**config.mk**
```make
export PLATFORM = sky130hd
export DESIGN_NAME = renkon_ctrl_conv_stride
export DESIGN_NICKNAME = d
export VERILOG_FILES = /design/src/rtl/renkon_ctrl_conv_stride.sv
export SDC_FILE = /design/constraint.sdc
export NUM_CORES = 1
export LEC_CHECK = 0
export BUFFER_PORTS_ARGS = -buffer_cell sky130_fd_sc_hd__clkbuf_2
export CORE_MARGIN = 10
export CORE_UTILIZATION = 56
export DETAILED_ROUTE_END_ITERATION = 8
export GPL_ROUTABILITY_DRIVEN = 0
export PLACE_DENSITY = 0.78
export SLEW_MARGIN = 20
export SYNTH_ARGS = -nofsm -noshare
export SYNTH_HDL_FRONTEND = slang
export SYNTH_SLANG_ARGS = --single-unit
```
**constraint.sdc**
```tcl
create_clock -name clk -period 4.15 [get_ports clk]
set_clock_uncertainty 0.1 [all_clocks]
set_input_delay 0.2075 -clock clk [delete_from_list [all_inputs] [get_ports clk]]
set_output_delay 0.2075 -clock clk [all_outputs]
set_load 0.01 [all_outputs]
```
**src/rtl/renkon_ctrl_conv_stride.sv**
```systemverilog
// Sequencer for a strided convolution layer: walks input pixels, issues accumulator
// writes at valid window positions, then streams the finished feature map out.
module renkon_ctrl_conv_stride #(
    parameter int LWIDTH = 16,
    parameter int FACCUM = 10,
    parameter int PIPE   = 5
) (
    input  logic              clk,
    input  logic              xrst,
    input  logic              in_begin,
    input  logic              in_valid,
    input  logic              in_end,
    input  logic [1:0]        core_state,
    input  logic [LWIDTH-1:0] w_img_size,
    input  logic [LWIDTH-1:0] w_fil_size,
    input  logic [1:0]        w_stride_log,
    input  logic              first_input,
    input  logic              last_input,
    input  logic              out_stall,
    output logic              out_begin,
    output logic              out_valid,
    output logic              out_end,
    output logic              mem_feat_we,
    output logic              mem_feat_rst,
    output logic [FACCUM-1:0] mem_feat_addr,
    output logic [FACCUM-1:0] mem_feat_addr_d1,
    output logic              conv_oe,
    output logic [LWIDTH-1:0] w_fea_size,
    output logic              busy
);

    typedef enum logic {S_WAIT, S_ACTIVE} state_t;

    localparam logic [1:0] CS_INPUT  = 2'd2;
    localparam logic [1:0] CS_OUTPUT = 2'd3;

    state_t            state_q;
    logic [1:0]        rcs_q;
    logic [LWIDTH-1:0] img_q, fil_q, fea_q;
    logic [1:0]        slog_q;
    logic [LWIDTH-1:0] x_q, y_q, x_d, y_d;
    logic              wait_back_q, conv_valid_q, conv_end_q, first_q, last_q;
    logic              raw_begin_q, raw_valid_q, raw_end_q;
    logic [FACCUM-1:0] a0_q, a0_d;
    logic [PIPE-1:0]   we_pipe_q, rst_pipe_q;
    logic [FACCUM-1:0] addr_pipe_q [PIPE];
    logic [FACCUM-1:0] addr_d1_q;
    logic [PIPE:0]     begin_pipe_q, valid_pipe_q, end_pipe_q;

    logic              active, in_step, out_adv, conv_hit, img_last, fea_last;
    logic [LWIDTH-1:0] fil_m1, dx, dy, smask, limit, fea_new;
    logic              unused_in_end;

    always_comb begin
        unused_in_end = in_end;
        active   = (state_q == S_ACTIVE);
        in_step  = active && (rcs_q == CS_INPUT) && in_valid;
        out_adv  = active && (rcs_q == CS_OUTPUT) && !wait_back_q && !out_stall;
        fil_m1   = fil_q - LWIDTH'(1);
        dx       = x_q - fil_m1;
        dy       = y_q - fil_m1;
        smask    = (LWIDTH'(1) << slog_q) - LWIDTH'(1);
        conv_hit = in_step && (x_q >= fil_m1) && (y_q >= fil_m1)
                   && ((dx & smask) == '0) && ((dy & smask) == '0);
        img_last = (x_q == img_q - LWIDTH'(1)) && (y_q == img_q - LWIDTH'(1));
        fea_last = (x_q == fea_q - LWIDTH'(1)) && (y_q == fea_q - LWIDTH'(1));
        fea_new  = ((w_img_size - w_fil_size) >> w_stride_log) + LWIDTH'(1);
        limit    = (rcs_q == CS_OUTPUT) ? fea_q : img_q;

        // Raster walk shared by the input and output phases; frozen while waiting.
        x_d = x_q;
        y_d = y_q;
        if ((in_step || out_adv) && !wait_back_q) begin
            if (x_q == limit - LWIDTH'(1)) begin
                x_d = '0;
                y_d = (y_q == limit - LWIDTH'(1)) ? '0 : y_q + LWIDTH'(1);
            end else begin
                x_d = x_q + LWIDTH'(1);
            end
        end

        a0_d = a0_q;
        if (conv_end_q || wait_back_q) begin
            a0_d = '0;
        end else if (conv_valid_q || out_adv) begin
            a0_d = a0_q + FACCUM'(1);
        end
    end

    always_ff @(posedge clk) begin
        if (xrst) begin
            state_q      <= S_WAIT;
            rcs_q        <= '0;
            img_q        <= '0;
            fil_q        <= '0;
            fea_q        <= '0;
            slog_q       <= '0;
            x_q          <= '0;
            y_q          <= '0;
            wait_back_q  <= 1'b0;
            conv_valid_q <= 1'b0;
            conv_end_q   <= 1'b0;
            first_q      <= 1'b0;
            last_q       <= 1'b0;
            raw_begin_q  <= 1'b0;
            raw_valid_q  <= 1'b0;
            raw_end_q    <= 1'b0;
            a0_q         <= '0;
            we_pipe_q    <= '0;
            rst_pipe_q   <= '0;
            addr_d1_q    <= '0;
            begin_pipe_q <= '0;
            valid_pipe_q <= '0;
            end_pipe_q   <= '0;
            for (int i = 0; i < PIPE; i++) addr_pipe_q[i] <= '0;
        end else begin
            rcs_q   <= core_state;
            first_q <= first_input;
            last_q  <= last_input;

            // out_end beats a coincident in_begin, so that begin is dropped.
            case (state_q)
                S_WAIT: begin
                    if (in_begin) begin
                        state_q <= S_ACTIVE;
                        img_q   <= w_img_size;
                        fil_q   <= w_fil_size;
                        slog_q  <= w_stride_log;
                        fea_q   <= fea_new;
                    end
                end
                S_ACTIVE: begin
                    if (out_end) state_q <= S_WAIT;
                end
                default: state_q <= S_WAIT;
            endcase

            x_q <= (state_q == S_WAIT) ? '0 : x_d;
            y_q <= (state_q == S_WAIT) ? '0 : y_d;

            if (out_adv && fea_last) begin
                wait_back_q <= 1'b1;
            end else if (in_begin) begin
                wait_back_q <= 1'b0;
            end

            conv_valid_q <= conv_hit;
            conv_end_q   <= in_step && img_last;
            raw_begin_q  <= in_step && last_q && img_last;
            raw_valid_q  <= out_adv;
            raw_end_q    <= out_adv && fea_last;
            a0_q         <= a0_d;

            we_pipe_q[0]    <= conv_valid_q;
            rst_pipe_q[0]   <= conv_valid_q && first_q;
            addr_pipe_q[0]  <= a0_q;
            begin_pipe_q[0] <= raw_begin_q;
            valid_pipe_q[0] <= raw_valid_q;
            end_pipe_q[0]   <= raw_end_q;
            for (int i = 1; i < PIPE; i++) begin
                we_pipe_q[i]   <= we_pipe_q[i-1];
                rst_pipe_q[i]  <= rst_pipe_q[i-1];
                addr_pipe_q[i] <= addr_pipe_q[i-1];
            end
            for (int i = 1; i <= PIPE; i++) begin
                begin_pipe_q[i] <= begin_pipe_q[i-1];
                valid_pipe_q[i] <= valid_pipe_q[i-1];
                end_pipe_q[i]   <= end_pipe_q[i-1];
            end
            addr_d1_q <= addr_pipe_q[PIPE-1];
        end
    end

    assign busy             = (state_q == S_ACTIVE);
    assign w_fea_size       = fea_q;
    assign mem_feat_we      = we_pipe_q[PIPE-1];
    assign mem_feat_rst     = rst_pipe_q[PIPE-1];
    assign mem_feat_addr    = addr_pipe_q[PIPE-1];
    assign mem_feat_addr_d1 = addr_d1_q;
    assign conv_oe          = valid_pipe_q[PIPE-1];
    assign out_begin        = begin_pipe_q[PIPE];
    assign out_valid        = valid_pipe_q[PIPE];
    assign out_end          = end_pipe_q[PIPE];

endmodule

```
==> impl_results.md, run 1 <==
- Combinational power share: 28.8%
- Avg Cell Area, Syn: 8.144 um^2
- Asr flop ratio synth: 0%
- Slew Limit Headroom: 32.23%
- Required @ worst endpoint: 4.39 ns
- Crit. End Element: flop
- Die area: 28,350 um^2
- Kind of critical path: flop to flop
- Global route overflow: 0
- Static leakage: 5.814 nW
- Die Y: 168.4 um
- Netlist Area Pre-Place: 12,330 um^2
- WP data arrival: 4.20 ns
- Vias per Instance: 6.042
- Hold Path Origin: in_begin
- Reg power frac: 38.4%
- Nets@finish: 1,692
- Pwr Density: 358.8 nW/um^2
- DRC viols: 0
- Worst-Margin Slew: 1.016 ns
- Synth cell types: 95
- Reg2reg start: rcs_q[1]$_SDFF_PP0_
- CTS tree: done
- Register area: 3826 um^2
- Post-route ant nets: 0
- Yosys reg bits: 191
- # IOs: 87
- First-pass GRT wire length: 56.74 mm
- Core area: 21,760 um^2
- Critical Path Source: rcs_q[1]$_SDFF_PP0_
- Highest Clock Rate: 252.3 MHz
- Worst-skew pair later-pin latency: 0.44 ns
- Vias: 11,480
- Post-layout util: 65.12%
- Port Buffers: 85
- Crit-path max FO: 19
- CTS Root Cell: clkbuf_16
- Layout fillers: 1,780
- Critical Path Max Stage Delay: 0.51 ns
- Hold Crit Class: input port to flop
- Fin area: 14,170 um^2
- Tmin final: 3.964 ns
- Core Rows: 54
- ANT cells: 0
- Initial Utilization: 56.67%
- Type of origin of the critical path: flop
- Hpwl dp: 26.14 mm
- Fin. Hold Viols: 0
- Number of global-route vias before repair: 10,853
- Tcrit/Tclk final: 95.51%
- Post-Route WL: 35.29 mm
- Register area share after synthesis: 31.01%
- Htree depth: 4
- Post-synth EDFFs: 0
- DR WL/cell: 18.57 um
- VDD IR max: 0.2127 mV
- Primary FF master, synth: dfxtp_1
- Worst path slowest cell: dfxtp_1
- Total CTS buffers: 17
- GR Util All Layers: 24.06%
- Commonest non-fill, non-tap cell in the layout: dfxtp_1
- Switching part of the total: 34.55%
- P&R area growth vs syn: 14.91%
- Clock sinks: 191
- Yosys warnings: 0
- Die X: 168.4 um
- Worst-path clk slew: 0.08 ns
- Dpl cells: 1,827
- Status: finished, final reports clean
- Final setup fails: 0
- NetSw: 0.001756 W
- Multi-input gate area: 8000 um^2
- Max-cap violations: 0
- Pint: 0.003327 W
- Largest net degree at the start of global routing: 77
- Slew Limit Fails: 0
- Layout Cells excl Fill: 1,900
- Syn Inst Count: 1,514
- Syn nets: 1,599
- Total chip power: 0.005083 W
- Pre-antenna DRT Iters: 7
- Layout cell share with drive strength beyond 1: 15.31%
- Initial antenna violation count: 0
- Deepest clock path buffer count: 2
- Critical path's most frequent cell: buf_4
- DP Area: 13,020 um^2
- Clock power share: 32.8%
- Most frequent cells in the layout: 189 x dfxtp_1, 155 x nand2_1, 125 x nor2_1, 97 x nor2b_1
- Iteration-0 DRC Markers: 1,089
- Crit-path cells: nand2_2 > buf_4 > a2111oi_4 > nand3_2 > nor4b_2 > xor2_1 > xnor2_1 > or3_1 > o31ai_2 > buf_4 > o21ai_1 > a22o_1
## worst max-delay path: cells and delay by family (launching register included)
family | cells | cell delay, ns
xor gates and xnor gates | 2 | 0.43
buffers and inverters | 2 | 0.52
AOI/OAI and AO/OA | 4 | 1.12
DFF | 1 | 0.51
and+or+nand+nor | 4 | 1.17
## final timing paths
path | endpoint | slack (ns) | cells past startpoint
worst max-delay path | y_q[5]$_SDFFE_PP0P_ | 0.19 | 12
worst min-delay path | wait_back_q$_SDFFE_PP0P_ | 0.03 | 3
worst max register to register | y_q[5]$_SDFFE_PP0P_ | 0.19 | 12
worst min register to register | addr_pipe_q[0][24]$_SDFF_PP0_ | 0.34 | 1
## area by class of cell
class / instances / area share [%]
flip-flops and latches: 191 / 27.01
well taps: 280 / 2.473
repair buffers: 171 / 8.231
multi-input cells: 1172 / 56.47
inverters: 54 / 1.431
clock buffers: 18 / 3.100
clock inverters: 14 / 1.289
## cell usage after synthesis, drive strengths merged, types with 7 or more instances
| cell type | n | area [um^2] |
|---|---|---|
| o21ai | 34 | 170.2 |
| dfxtp | 191 | 3824 |
| o211ai | 7 | 52.55 |
| nor3 | 46 | 230.2 |
| or3 | 18 | 112.6 |
| mux2i | 27 | 270.3 |
| xnor2 | 88 | 770.7 |
| or4 | 7 | 52.55 |
| o21bai | 8 | 60.06 |
| a31o | 7 | 61.31 |
| and2 | 24 | 150.1 |
| mux2 | 9 | 101.4 |
| or2 | 17 | 106.4 |
| ha | 38 | 475.5 |
| a21oi | 89 | 445.4 |
| a31oi | 10 | 62.56 |
| xor2 | 50 | 437.9 |
| o2111ai | 12 | 105.1 |
| clkbuf | 69 | 260.2 |
| nand2 | 157 | 594.3 |
| o21a | 10 | 75.07 |
| nor2b | 98 | 613.1 |
| a21o | 9 | 67.56 |
| and4 | 7 | 61.31 |
| o31ai | 10 | 85.08 |
| nand2b | 9 | 56.30 |
| and3 | 23 | 143.9 |
| nand3 | 42 | 215.2 |
| inv | 54 | 202.7 |
| nor2 | 127 | 481.7 |
| nand4 | 14 | 87.58 |
| nor4 | 34 | 267.8 |
| a211oi | 24 | 180.2 |
| buf | 28 | 168.9 |
## per-stage QoR
| stage | worst slack [ns] | hold WS, ns | TNS [ns] |
|---|---|---|---|
| final | 0.1862 | 0.03427 | 0 |
| after global placement | 0.07358 | 0.3152 | 0 |
| after CTS | 0.03465 | 0.03685 | 0 |
| after global routing | -0.03324 | 0.06453 | -0.05262 |
| after detailed placement | -0.1678 | 0.3204 | -0.1678 |
| after floorplan | 0.2590 | 0.1983 | 0 |
## layer usage
| metal | part of all wire, % | vias to the layer above | GRT usage, % | routed length, um |
|---|---|---|---|---|
| li1 | - | 5521 | - | - |
| met1 | 41 | 5365 | 30.37 | 14510 |
| met2 | 47 | 512 | 38.95 | 16500 |
| met3 | 8.9 | 82 | 5.355 | 3132 |
| met4 | 3.3 | 0 | 9.652 | 1150 |
| met5 | 0 | - | 0 | 0 |
## power groups by stage
stage	logic [W]	registers (W)	clock network (W)
after detailed placement	0.00136	0.00199	0
after floorplan	0.00104	0.00196	0
after global placement	0.00133	0.00199	0
after CTS	0.00140	0.00195	0.00169
final	0.00146	0.00195	0.00167
after global routing	0.00160	0.00196	0.00176
## registers in the layout (all words and copies together) (netlist names), 2 cells and up
name              count
y_q                  16
a0_q                 10
rcs_q                 2
img_q                16
rst_pipe_q            5
begin_pipe_q          6
mem_feat_addr_d1     10
valid_pipe_q          6
w_fea_size           16
addr_pipe_q          50
fil_q                16
we_pipe_q             5
x_q                  16
end_pipe_q            6
slog_q                2
## cells by family (layout without fill, tap and decap cells)
logic type | count (synthesis) | count (layout) | share of synthesized area [%]
xor+xnor | 146 | 146 | 11.28
compound gates | 290 | 290 | 16.44
buf+inv | 151 | 257 | 5.125
fa+ha+maj | 45 | 45 | 4.668
mux | 38 | 38 | 3.379
flops | 191 | 191 | 31.01
simple gates | 653 | 653 | 28.09
## repair_timing
action / CTS / global route
endpoints found under the setup margin: 1 / 24
gates resized for setup: 2 / 24
setup buffers: 0 / 4
pin swaps: 0 / 8
endpoints found under the hold margin: 37 / 0
hold buffers: 37 / 0
(Power assumes the default switching activity.)
==> run 2, diff against run 1 <==
- CORE_ASPECT_RATIO: not set -> 0.6
- CTS_CLUSTER_DIAMETER: not set -> 80
==> run 2 against run 1 <==
Compared with the run above: sequential cell count did not move; critical path depth is 1 lower; cell area increased by 0.75%; core utilization increased by 1.8 points; total power grew 4.2%; via count grew 2.3%.
==> impl_results.md, run 2 (synthesized netlist as in run 1, its figures left out) <==
- Status: finished, final reports clean
- Worst-path clk slew: 0.08 ns (about the same)
- Combinational power share: 29.2% (+0.4 points)
- First-pass GRT wire length: 58.91 mm (+3.8%)
- Max reg flops: 50 (unchanged)
- Tcrit/Tclk final: 97.01% (+1.5 points)
- Kind of critical path: flop to flop
- Switching part of the total: 34.31% (-0.24 points)
- Pre-CTS setup slack: 0.02266 ns (+0.1905 ns)
- Port Buffers: 85 (unchanged)
- Hold Crit Class: input port to flop
- Required @ worst endpoint: 4.43 ns (+0.04 ns)
- Iteration-0 DRC Markers: 1,554 (+43%)
- Reg power frac: 36.8% (-1.6 points)
- ANT cells: 0 (unchanged)
- Critical Path Max Stage Delay: 0.61 ns (+0.10 ns)
- Reg2reg start: rcs_q[0]$_SDFF_PP0_
- Initial Utilization: 57.77% (+1.1 points)
- Hold WS: 0.04039 ns (+0.006124 ns)
- CP top delay family: simple AND/OR/NAND/NOR gates
- Nets@finish: 1,705 (+0.77%)
- Pint: 0.003479 W (+4.6%)
- Static leakage: 5.900 nW (+1.5%)
- Pre-antenna DRT Iters: 6 (-1)
- Most flops, register: addr_pipe_q
- Largest net degree at the start of global routing: 81 (+5.2%)
- Deepest clock path buffer count: 2 (unchanged)
- Type of origin of the critical path: flop
- Crit-path cells: buf_4 > and3_1 > a2111oi_4 > nand3_2 > o31a_1 > nor3_1 > o21a_1 > o2111ai_1 > buf_4 > nor4_2 > mux2_2
- Vias per Instance: 6.141 (+1.6%)
- Global route overflow: 0 (unchanged)
- Post-Route WL: 37.66 mm (+6.7%)
- Layout fillers: 1,767 (-0.73%)
- Total chip power: 0.005296 W (+4.2%)
- Hold Path Origin: in_begin
- Pwr Density: 371.1 nW/um^2 (+3.4%)
- VDD IR max: 0.3318 mV (+56%)
- Max-cap violations: 0 (unchanged)
- Core Rows: 41 (-24%)
- Htree depth: 4 (unchanged)
- Slew Limit Headroom: 19.18% (-13 points)
- Core area: 21,340 um^2 (-1.9%)
- Worst path slowest cell: nor3_1
- Vias: 11,742 (+2.3%)
- Highest Clock Rate: 248.4 MHz (-1.5%)
- Crit. End Element: flop
- Commonest non-fill, non-tap cell in the layout: dfxtp_1
- DRC viols: 0 (unchanged)
- Crit-path max FO: 14 (-5)
- Total CTS buffers: 17 (unchanged)
- Initial antenna violation count: 0 (unchanged)
- Hpwl dp: 28.41 mm (+8.7%)
- NetSw: 0.001817 W (+3.5%)
- Worst-skew pair later-pin latency: 0.45 ns (about the same)
- Post-route ant nets: 0 (unchanged)
- Die X: 211.6 um (+26%)
- Number of global-route vias before repair: 10,790 (-0.58%)
- GR Util All Layers: 25.84% (+1.8 points)
- Tmin final: 4.026 ns (+0.06224 ns)
- Slew Limit Fails: 0 (unchanged)
- Final setup fails: 0 (unchanged)
- Worst-Margin Slew: 1.211 ns (+0.1955 ns)
- CTS Root Cell: clkbuf_16
- Critical Path Source: rcs_q[0]$_SDFF_PP0_
- WP data arrival: 4.31 ns (+0.11 ns)
- Worst Path Buf+Inv: 2 (unchanged)
- FF-to-FF setup slack: 0.12 ns (-0.06 ns)
- Setup ws final: 0.1240 ns (-0.06224 ns)
- Layout cell share with drive strength beyond 1: 15.92% (+0.61 points)
- RSZ-0062 raised after global routing: false
- Setup TNS: 0 ns (unchanged)
- P&R area growth vs syn: 15.77%
- Clock power share: 34.0% (+1.2 points)
- CTS tree: done
- Fin. Hold Viols: 0 (unchanged)
- Post-layout util: 66.89% (+1.8 points)
- Die Y: 134.9 um (-20%)
- # IOs: 87 (unchanged)
- Critical path's most frequent cell: buf_4
- Die area: 28,550 um^2 (+0.69%)
- DR WL/cell: 19.70 um (+6.1%)
- Clock sinks: 191 (unchanged)
- Most frequent cells in the layout: 191 x dfxtp_1, 155 x nand2_1, 125 x nor2_1, 97 x nor2b_1, 87 x xnor2_1
[run 2: worst paths after layout]
kind                              endpoint  depth (start not counted)
setup / recovery       y_q[0]$_SDFFE_PP0P_                         11
hold / removal    wait_back_q$_SDFFE_PP0P_                          3
setup reg to reg       y_q[0]$_SDFFE_PP0P_                         11
hold reg to reg   rst_pipe_q[0]$_SDFF_PP0_                          1
[run 2: layer usage]
layer / global-route usage [%] / vias up / share of wire, %
met5: 0 / - / 0
met4: 6.044 / 0 / 1.5
met3: 8.665 / 69 / 14
met2: 35.83 / 690 / 40
met1: 37.21 / 5467 / 44
li1: - / 5516 / -
[run 2: tightest hold or removal path, cell delays in order]
cell and delay [ns]:
clkbuf_2 0.10, nor2_1 0.05, a21o_1 0.17
[run 2: power by group through the flow]
stage | Clock, W | Sequential [W] | Combinational [W]
global placement | 0 | 0.00198 | 0.00138
global route | 0.00190 | 0.00195 | 0.00166
detailed placement | 0 | 0.00199 | 0.00141
CTS | 0.00181 | 0.00194 | 0.00146
floorplan | 0 | 0.00196 | 0.00104
finish | 0.00180 | 0.00195 | 0.00155
[run 2: cell type report]
| type | count | area, um^2 | share of cell area [%] |
|---|---|---|---|
| clock buffers | 17 | 425.4 | 2.980 |
| clock inverters | 15 | 224.0 | 1.569 |
| well taps | 279 | 349.1 | 2.446 |
| flip-flops and latches | 191 | 3824 | 26.79 |
| repair buffers | 184 | 1264 | 8.853 |
| multi-input cells | 1172 | 7985 | 55.94 |
| inverters | 54 | 202.7 | 1.420 |
[run 2: timing repair]
item,CTS,global route
gates resized for setup,4,17
pin swaps,0,4
endpoints found under the hold margin,37,0
setup buffers,0,5
hold buffers,37,0
endpoints found under the setup margin,1,17
[run 2: through the flow]
step / instance area, um^2 / cells
2_1_floorplan: 12330 / 1514
3_3_place_gp: 13110 / 1838
3_5_place_dp: 13110 / 1838
4_1_cts: 14140 / 1907
5_1_grt: 14270 / 1912
6_report: 14270 / 1912
==> run 3, diff against run 2 <==
- CORE_UTILIZATION: 56 -> 57
- CTS_BUF_LIST: not set -> sky130_fd_sc_hd__clkbuf_2 sky130_fd_sc_hd__clkbuf_4 sky130_fd_sc_hd__clkbuf_8
- PLACE_DENSITY: 0.78 -> 0.79
==> run 3 against run 2 <==
Compared with the run above: setup slack worse by 0.023 ns; worst hold slack better by 0.099 ns; highest routed layer unchanged; wire length is 0.96% lower; critical endpoint is now conv_valid_q$_SDFF_PP0_; critical path type unchanged.
==> impl_results.md, run 3 (synthesized netlist as in run 1, its figures left out) <==
- Most frequent cells in the layout: 191 x dfxtp_1, 155 x nand2_1, 125 x nor2_1, 97 x nor2b_1, 87 x a21oi_1
- Post-route ant nets: 0 (unchanged)
- CTS Root Cell: clkbuf_8
- Required @ worst endpoint: 4.49 ns (+0.06 ns)
- Pwr Density: 341.2 nW/um^2 (-8.0%)
- Vias: 11,694 (-0.41%)
- Die X: 209.9 um (-0.80%)
- Hold WS: 0.1391 ns (+0.09874 ns)
- Layout cell share with drive strength beyond 1: 16.09% (+0.16 points)
- Worst-Margin Slew: 0.8550 ns (-0.3560 ns)
- Initial antenna violation count: 0 (unchanged)
- Routed met3 length: 5.288 mm (+0.95%)
- Hold Crit Class: input port to flop
- Htree depth: 4 (unchanged)
- Levels on crit path: 17 (+6)
- # IOs: 87 (unchanged)
- CP top delay family: simple AND/OR/NAND/NOR gates
- Initial Utilization: 58.34% (+0.56 points)
- Iteration-0 DRC Markers: 1,309 (-16%)
- Worst Hold Depth: 2 (-1)
- Commonest non-fill, non-tap cell in the layout: dfxtp_1
- Worst-skew pair later-pin latency: 0.49 ns (+0.04 ns)
- Metal2 WL: 14.42 mm (-4.6%)
- VDD IR max: 0.2708 mV (-18%)
- WP data arrival: 4.38 ns (+0.07 ns)
- Highest Clock Rate: 247.0 MHz (-0.57%)
- Most flops, register: addr_pipe_q
- Fin. Hold Viols: 0 (unchanged)
- Total CTS buffers: 17 (unchanged)
- Vias per Instance: 6.110 (-0.51%)
- Slew Limit Headroom: 42.47% (+23 points)
- Max-cap violations: 0 (unchanged)
- Core area: 21,140 um^2 (-0.96%)
- Worst path slowest cell: or3b_4
- DR WL/cell: 19.49 um (-1.1%)
- Status: finished, final reports clean
- Largest net degree at the start of global routing: 83 (+2.5%)
- ANT cells: 0 (unchanged)
- Register area: 3824 um^2 (unchanged)
- Tmin final: 4.049 ns (+0.02321 ns)
- Type of origin of the critical path: flop
- Layout fillers: 1,733 (-1.9%)
- Die Y: 133.9 um (-0.75%)
- Worst Path Buf+Inv: 3 (+1)
- Crit-path cells: inv_1 > ha_1 > or3b_4 > xor2_2 > buf_4 > ha_1 > o21ai_0 > o21bai_2 > o211ai_1 > buf_4 > nand4_1 > and4b_1 > a221oi_2 > or3_1 > o2bb2ai_1 > nor4_2 > o31a_1
- Multi-input gate area: 8019 um^2 (+0.42%)
- Top Metal Used: met4
- Die area: 28,110 um^2 (-1.5%)
- Final setup fails: 0 (unchanged)
- Setup TNS: 0 ns (unchanged)
- Deepest clock path buffer count: 2 (unchanged)
- Pre-antenna DRT Iters: 6 (unchanged)
- Global route overflow: 0 (unchanged)
- Tcrit/Tclk final: 97.57% (+0.56 points)
- GR Util All Layers: 25.33% (-0.51 points)
- Port Buffers: 85 (unchanged)
- Setup ws final: 0.1008 ns (-0.02321 ns)
- P&R area growth vs syn: 14.39%
- Critical Path Max Stage Delay: 0.41 ns (-0.20 ns)
- Post-Route WL: 37.30 mm (-0.96%)
- Crit. End Element: flop
- Clock sinks: 191 (unchanged)
- CTS tree: done
- Static leakage: 5.806 nW (-1.6%)
- Core Rows: 41 (unchanged)
- Kind of critical path: flop to flop
- Pre-CTS setup slack: -0.08657 ns (-0.1092 ns)
- Number of global-route vias before repair: 10,513 (-2.6%)
- Worst-path clk slew: 0.12 ns (+0.04 ns)
- Max reg flops: 50 (unchanged)
- Crit-path max FO: 5 (-9)
- Hpwl dp: 28.17 mm (-0.85%)
- First-pass GRT wire length: 57.50 mm (-2.4%)
- DRC viols: 0 (unchanged)
- FF-to-FF path depth: 17 (+6)
- Nets@finish: 1,707 (+0.12%)
- Slew Limit Fails: 0 (unchanged)
- DRT met1 WL: 16.64 mm (-0.45%)
## run 3: per-layer routing
| layer | track usage (%) | up-vias |
|---|---|---|
| li1 | - | 5525 |
| met1 | 35.58 | 5389 |
| met2 | 33.85 | 689 |
| met3 | 11.31 | 91 |
| met4 | 6.486 | 0 |
| met5 | 0 | - |
## run 3: worst paths after layout
kind	from	endpoint	slack, ns
setup reg to reg	fil_q[0]$_SDFFE_PP0P_	conv_valid_q$_SDFF_PP0_	0.10
hold / removal	xrst	end_pipe_q[5]$_SDFF_PP0_	0.14
setup / recovery	fil_q[0]$_SDFFE_PP0P_	conv_valid_q$_SDFF_PP0_	0.10
hold reg to reg	addr_pipe_q[0][4]$_SDFF_PP0_	addr_pipe_q[0][14]$_SDFF_PP0_	0.34
## run 3: worst reg2reg max path: cells and delay by family (launching register included)
kind	cells	cell delay [ns]
xor gates and xnor gates	1	0.16
buffers and inverters	3	0.44
adders and majority gates	2	0.50
AOI/OAI and AO/OA	6	1.03
and+or+nand+nor	5	1.42
DFF	1	0.34
## run 3: final cells by class
type                       instances  area share (%)
multi-input combinational       1172           56.86
sequential                       191           27.11
clock buffer                      17           1.659
inverter                          54           1.437
timing repair buffer             186           9.084
tap                              279           2.475
clock inverter                    15           1.375
## run 3: timing repair
action / in CTS / in global routing
endpoints found under the hold margin: 38 / 0
hold buffers: 38 / 0
endpoints found under the setup margin: 1 / 20
resized for setup: 5 / 22
buffers inserted: 1 / 6
pin swaps: 1 / 5
## run 3: power breakdown
| group | internal, W | leakage, nW | switching, W |
|---|---|---|---|
| Clock | 0.000570 | 0.215 | 0.000744 |
| Combinational | 0.000625 | 4.04 | 0.000933 |
| Sequential | 0.00187 | 1.55 | 0.0000699 |
| Total | 0.00307 | 5.81 | 0.00175 |
## run 3: metrics by stage
step,std cells,total power [W],cell area (um^2),utilization [%]
global placement,1837,0.003362,13110,62.01
global route,1914,0.005015,14100,66.73
detailed placement,1837,0.003395,13110,62.01
CTS,1908,0.004733,13940,65.95
finish,1914,0.004812,14100,66.73
floorplan,1514,0.003001,12330,-
